## config.mk

```make
export PLATFORM = sky130hd
export DESIGN_NAME = inst_fetch_unit
export DESIGN_NICKNAME = d
export VERILOG_FILES = /design/src/rtl/inst_fetch_unit.sv
export SDC_FILE = /design/constraint.sdc
export NUM_CORES = 1
export LEC_CHECK = 0
export CELL_PAD_IN_SITES_DETAIL_PLACEMENT = 1
export CELL_PAD_IN_SITES_GLOBAL_PLACEMENT = 1
export CORE_MARGIN = 8
export CORE_UTILIZATION = 28
export CTS_CLUSTER_SIZE = 30
export DETAILED_ROUTE_END_ITERATION = 10
export DONT_BUFFER_PORTS = 1
export PLACE_DENSITY_LB_ADDON = 0.12
export RECOVER_POWER = 25
export SLEW_MARGIN = 20
export SYNTH_ARGS = -nofsm -noshare
export SYNTH_HDL_FRONTEND = slang
export SYNTH_SLANG_ARGS = --single-unit
```

## constraint.sdc

```tcl
create_clock -name clk -period 2.7 [get_ports clk]
set_clock_uncertainty 0.1 [all_clocks]
set_input_delay 0.135 -clock clk [delete_from_list [all_inputs] [get_ports clk]]
set_output_delay 0.135 -clock clk [all_outputs]
set_load 0.05 [all_outputs]
```

## src/rtl/inst_fetch_unit.sv

```systemverilog
// Instruction fetch stage: drives the fetch address, captures the returned word
// into a valid/ready IF/ID slot, and handles redirect, misaligned-target trap and ebreak halt.
module inst_fetch_unit #(
    parameter logic [31:0] RESET_PC     = 32'h0000_0000,
    parameter logic [31:0] NOP_INSTR    = 32'h0000_0013,
    parameter logic [31:0] EBREAK_INSTR = 32'h0010_0073
) (
    input  logic        clk,
    input  logic        rst,
    output logic [31:0] Pc_out,
    input  logic [31:0] Instruction,
    input  logic        redirect_valid,
    input  logic [31:0] redirect_pc,
    output logic        if_valid,
    input  logic        if_ready,
    output logic [31:0] if_instr,
    output logic [31:0] if_pc,
    output logic        misalign_err,
    output logic        halted
);

    typedef enum logic [1:0] {
        BOOT = 2'd0,
        RUN  = 2'd1,
        HALT = 2'd2
    } state_t;

    state_t      state;
    state_t      state_next;
    logic [31:0] pc;
    logic [31:0] pc_next;
    logic [31:0] slot_instr;
    logic [31:0] slot_instr_next;
    logic [31:0] slot_pc;
    logic [31:0] slot_pc_next;
    logic        slot_valid;
    logic        slot_valid_next;
    logic        err;
    logic        err_next;
    logic        transfer;
    logic        slot_free;

    assign transfer  = slot_valid & if_ready;
    assign slot_free = ~slot_valid | transfer;

    always_ff @(posedge clk) begin
        if (rst) begin
            state      <= BOOT;
            pc         <= RESET_PC;
            slot_instr <= NOP_INSTR;
            slot_pc    <= 32'h0000_0000;
            slot_valid <= 1'b0;
            err        <= 1'b0;
        end else begin
            state      <= state_next;
            pc         <= pc_next;
            slot_instr <= slot_instr_next;
            slot_pc    <= slot_pc_next;
            slot_valid <= slot_valid_next;
            err        <= err_next;
        end
    end

    // Redirect outranks both stall and capture; the word at the old address is dropped.
    always_comb begin
        state_next      = state;
        pc_next         = pc;
        slot_instr_next = slot_instr;
        slot_pc_next    = slot_pc;
        slot_valid_next = slot_valid;
        err_next        = err;

        case (state)
            BOOT, RUN: begin
                if (redirect_valid) begin
                    slot_valid_next = 1'b0;
                    slot_instr_next = NOP_INSTR;
                    pc_next         = redirect_pc;
                    if (redirect_pc[1:0] != 2'b00) begin
                        err_next   = 1'b1;
                        state_next = HALT;
                    end else begin
                        state_next = RUN;
                    end
                end else if (state == BOOT) begin
                    state_next = RUN;
                end else if (slot_free) begin
                    slot_instr_next = Instruction;
                    slot_pc_next    = pc;
                    slot_valid_next = 1'b1;
                    if (Instruction == EBREAK_INSTR) begin
                        state_next = HALT;
                    end else begin
                        pc_next = pc + 32'd4;
                    end
                end
            end
            HALT: begin
                // Only the pending slot drains; fetch and redirect stay frozen.
                if (transfer) begin
                    slot_valid_next = 1'b0;
                    slot_instr_next = NOP_INSTR;
                end
            end
            default: begin
                state_next = BOOT;
            end
        endcase
    end

    assign Pc_out       = pc;
    assign if_valid     = slot_valid;
    assign if_instr     = slot_instr;
    assign if_pc        = slot_pc;
    assign misalign_err = err;
    assign halted       = (state == HALT);

endmodule

```

==> metrics list <==
- Fill cells in the final layout number 1949.
- The first global-routing pass estimated 29.3 mm of wire.
- IR analysis of the VDD net gives a maximum drop of 0.000272 V.
- The core region is 0.0163 mm².
- Counting every net in the synthesized netlist gives 647.
- The number of antenna violations at the first check in global routing was 0.
* Worst hold slack across all endpoints: -4.94 ps
* Drt drc: 0
- Layout area overhead: 27.4%
- Setup repair after global routing left no endpoint under its margin.
- The detail route stage leaves a number of antenna-violating nets equal to 0.
* Post-route minimum period: 2430 ps
- Synthesis-stage register bit count: 100
- Sequential-to-total area share from yosys stat: 43.5%
- Largest net degree at the start of global routing: 94
- The run finished, with violations left.
- Sort of element at the end of the critical path: flip-flop
* Number of rows created at floorplan: 47
- Dividing the detail-routed wire length by the instance count gives 21.9 µm.
- Setup TNS: 0 ps
- In this run the count of I/O pins placed on the die edge is 167.
- The longest clock path from root to sink contains 2 buffers.
- Path class of the lowest-slack min-delay path: in2reg
- Max-cap violation count: 0
- Die X-Extent: 144 µm
- Per-instance average area after synthesis: 7.97 µm²
- Among all flip-flop cells after synthesis, the most frequent one is dfxtp_1.
- The synthesized design contains 0 enable-type register cells.
- Arrival time of the worst setup path: 2560 ps
- Leak Pwr: 1.94 nW
- The worst hold path passes through 4 cells.
- Share of layout cells above drive strength 1: 8.82%
- The hold violation total from the final report is 1.
- The root buffer cell chosen for the clock tree is clkbuf_16.
- In the routed layout, each cell is associated on average with a via count of 5.45.
- DRC marker count from the first detailed-route iteration: 252
- Clock insertion delay at the later pin of the skew report: 350 ps
* CP required: 2820 ps
- The number of hold buffers added after CTS was 60.
- Die Outline Area: 0.0208 mm²
* TritonCTS buffer count: 9
* Slew at the pin with the worst max-slew slack: 1060 ps
- Of all nets on the critical path, the largest fanout is 4.
* Layout net count: 710
- In this run the power density over the cells is 603 mW/mm².
- Most frequent cells in the layout: nand2_1, dfxtp_1, dlygate4sd3_1
- Gp weighted congestion: 0.790
* Relative slew margins: 29.3%
- Half-perimeter wire length after detailed placement: 12.9 mm
* Total inserted antenna cells: 0
- Post-Synthesis Cells: 578
- Final Max Slew Viols: 0
- Power comes to 3.54 mW.
- Measured on the finished design, the core utilization comes to 35.9%.
* Cell depth of the worst flop-to-flop path: 6
- Routed WL: 18.9 mm
- Effective utilization at floorplan: 28.2%
* Vias in the first global route: 5164
- Input and output buffers added on the ports amount to 0.
* Router iterations before antenna repair: 4
- From bottom edge to top edge, the die measures 144 µm.
- Gates resized during post-CTS repair numbered 0.
- Final clock period utilization by the worst path: 90.0%
- Category of the critical setup timing path: reg2reg
- CTS sink cnt: 100
* Number of vias after detailed routing: 4720
- Setup violations remaining at the end of the flow were counted as 0.
- Setup fix buffers added after clock tree synthesis: 0
* Cell area after synthesis: 0.00461 mm²
* Leftover overflow at the end of global routing: 0
* Yosys cell types: 58
- After clock tree synthesis, the clock-pin slew on the worst setup and hold paths is 80 ps.
- Overall fraction of global-route tracks in use: 18.2%
- STA classifies the critical path startpoint as a flip-flop.
- Post-synth ARST share: 0%
- CTS H-Tree Depth: 3
- TritonCTS built the clock tree.
- Leading cell type in the layout, fill and taps excluded: nand2_1
* Upper clock frequency limit: 0.411 GHz
- During synthesis, Yosys emitted a total of 0 warnings.
* Violated checks: hold timing
==> flip-flops by register name, indices dropped and copies added, names as in the netlist <==
register	flops
if_valid	1
if_pc	32
Pc_out	32
state	2
if_instr	32
misalign_err	1
==> final cells by class <==
cell class              instances  area [µm²]  share of cell area, %
clock buffers                   9         225                   3.84
clock inverters                 7        66.3                   1.13
inverters                       5        18.8                  0.320
multi-input cells             426        2420                   41.3
flip-flops and latches        100        2000                   34.1
well taps                     220         275                   4.69
repair buffers                 99         861                   14.7
==> synthesized netlist by cell type (3+ instances only) <==
library cell  number  share of area [%]
o22ai_1            4               0.54
and3_1             5               0.68
a21o_1             4               0.65
clkbuf_1          33                2.7
nand2_1          125                 10
nand4_1           10                1.4
a21oi_1           49                5.3
o21ai_0           11                1.2
nand3_1           20                2.2
nor4b_1            4               0.76
a22oi_1           34                5.5
buf_2             12                1.3
nor2_1            49                4.0
o211ai_1           3               0.49
nor4_1             9                1.2
or4_1              3               0.49
a31oi_1           16                2.2
o32ai_1            3               0.57
dfxtp_1          100                 43
o21a_1             6               0.98
and4_1             6                1.1
o311ai_0           5               0.95
o31ai_1           10                1.6
and2_1             5               0.68
inv_1              5               0.41
nor3_1             4               0.43
a32oi_1            3               0.57
==> cell families (layout without fill, tap and decap cells) <==
family	Yosys count	count (layout)	synth area share [%]
mux	1	1	0.217
buf+inv	52	120	4.56
compound gates	164	164	24.4
simple gates	260	260	27.1
flops	100	100	43.5
fa+ha+maj	1	1	0.272
==> routing by layer <==
layer	routed length, µm	part of all wire (%)	track usage, %	vias up
met5	0	0	0	-
met4	294	1.6	5.42	0
met3	1620	8.6	5.84	19
met2	9150	48	31.3	150
met1	7880	42	21.1	2328
li1	-	-	-	2223
==> power breakdown <==
group	switching [mW]	total (mW)	internal (mW)
sequential	0.133	1.66	1.53
combinational	0.380	0.562	0.183
clock	0.664	1.32	0.652
==> worst max-delay path, cell delays in order (launching register included) <==
cell and delay, ps:
dfxtp_1 370, clkbuf_1 650, nand3_1 180, nor3_1 470, a41oi_1 220, o211ai_1 220, o31ai_1 90
==> per-stage QoR <==
stage	setup WS (ps)	area, µm²	hold WS, ps	instances
floorplan	349	4610	171	578
global placement	523	5010	114	790
detailed placement	425	5010	113	790
CTS	404	5930	2.71	866
global route	125	5870	22.9	866
finish	269	5870	-4.94	866
==> final timing paths <==
| check | from | endpoint | slack [ps] |
|---|---|---|---|
| min | redirect_valid | Pc_out[7] | -5 |
| max reg2reg | Pc_out[25] | Pc_out[31] | 270 |
| max | Pc_out[25] | Pc_out[31] | 270 |
| min reg2reg | Pc_out[8] | if_pc[8] | 440 |
Power figures use the tool's default switching activity.
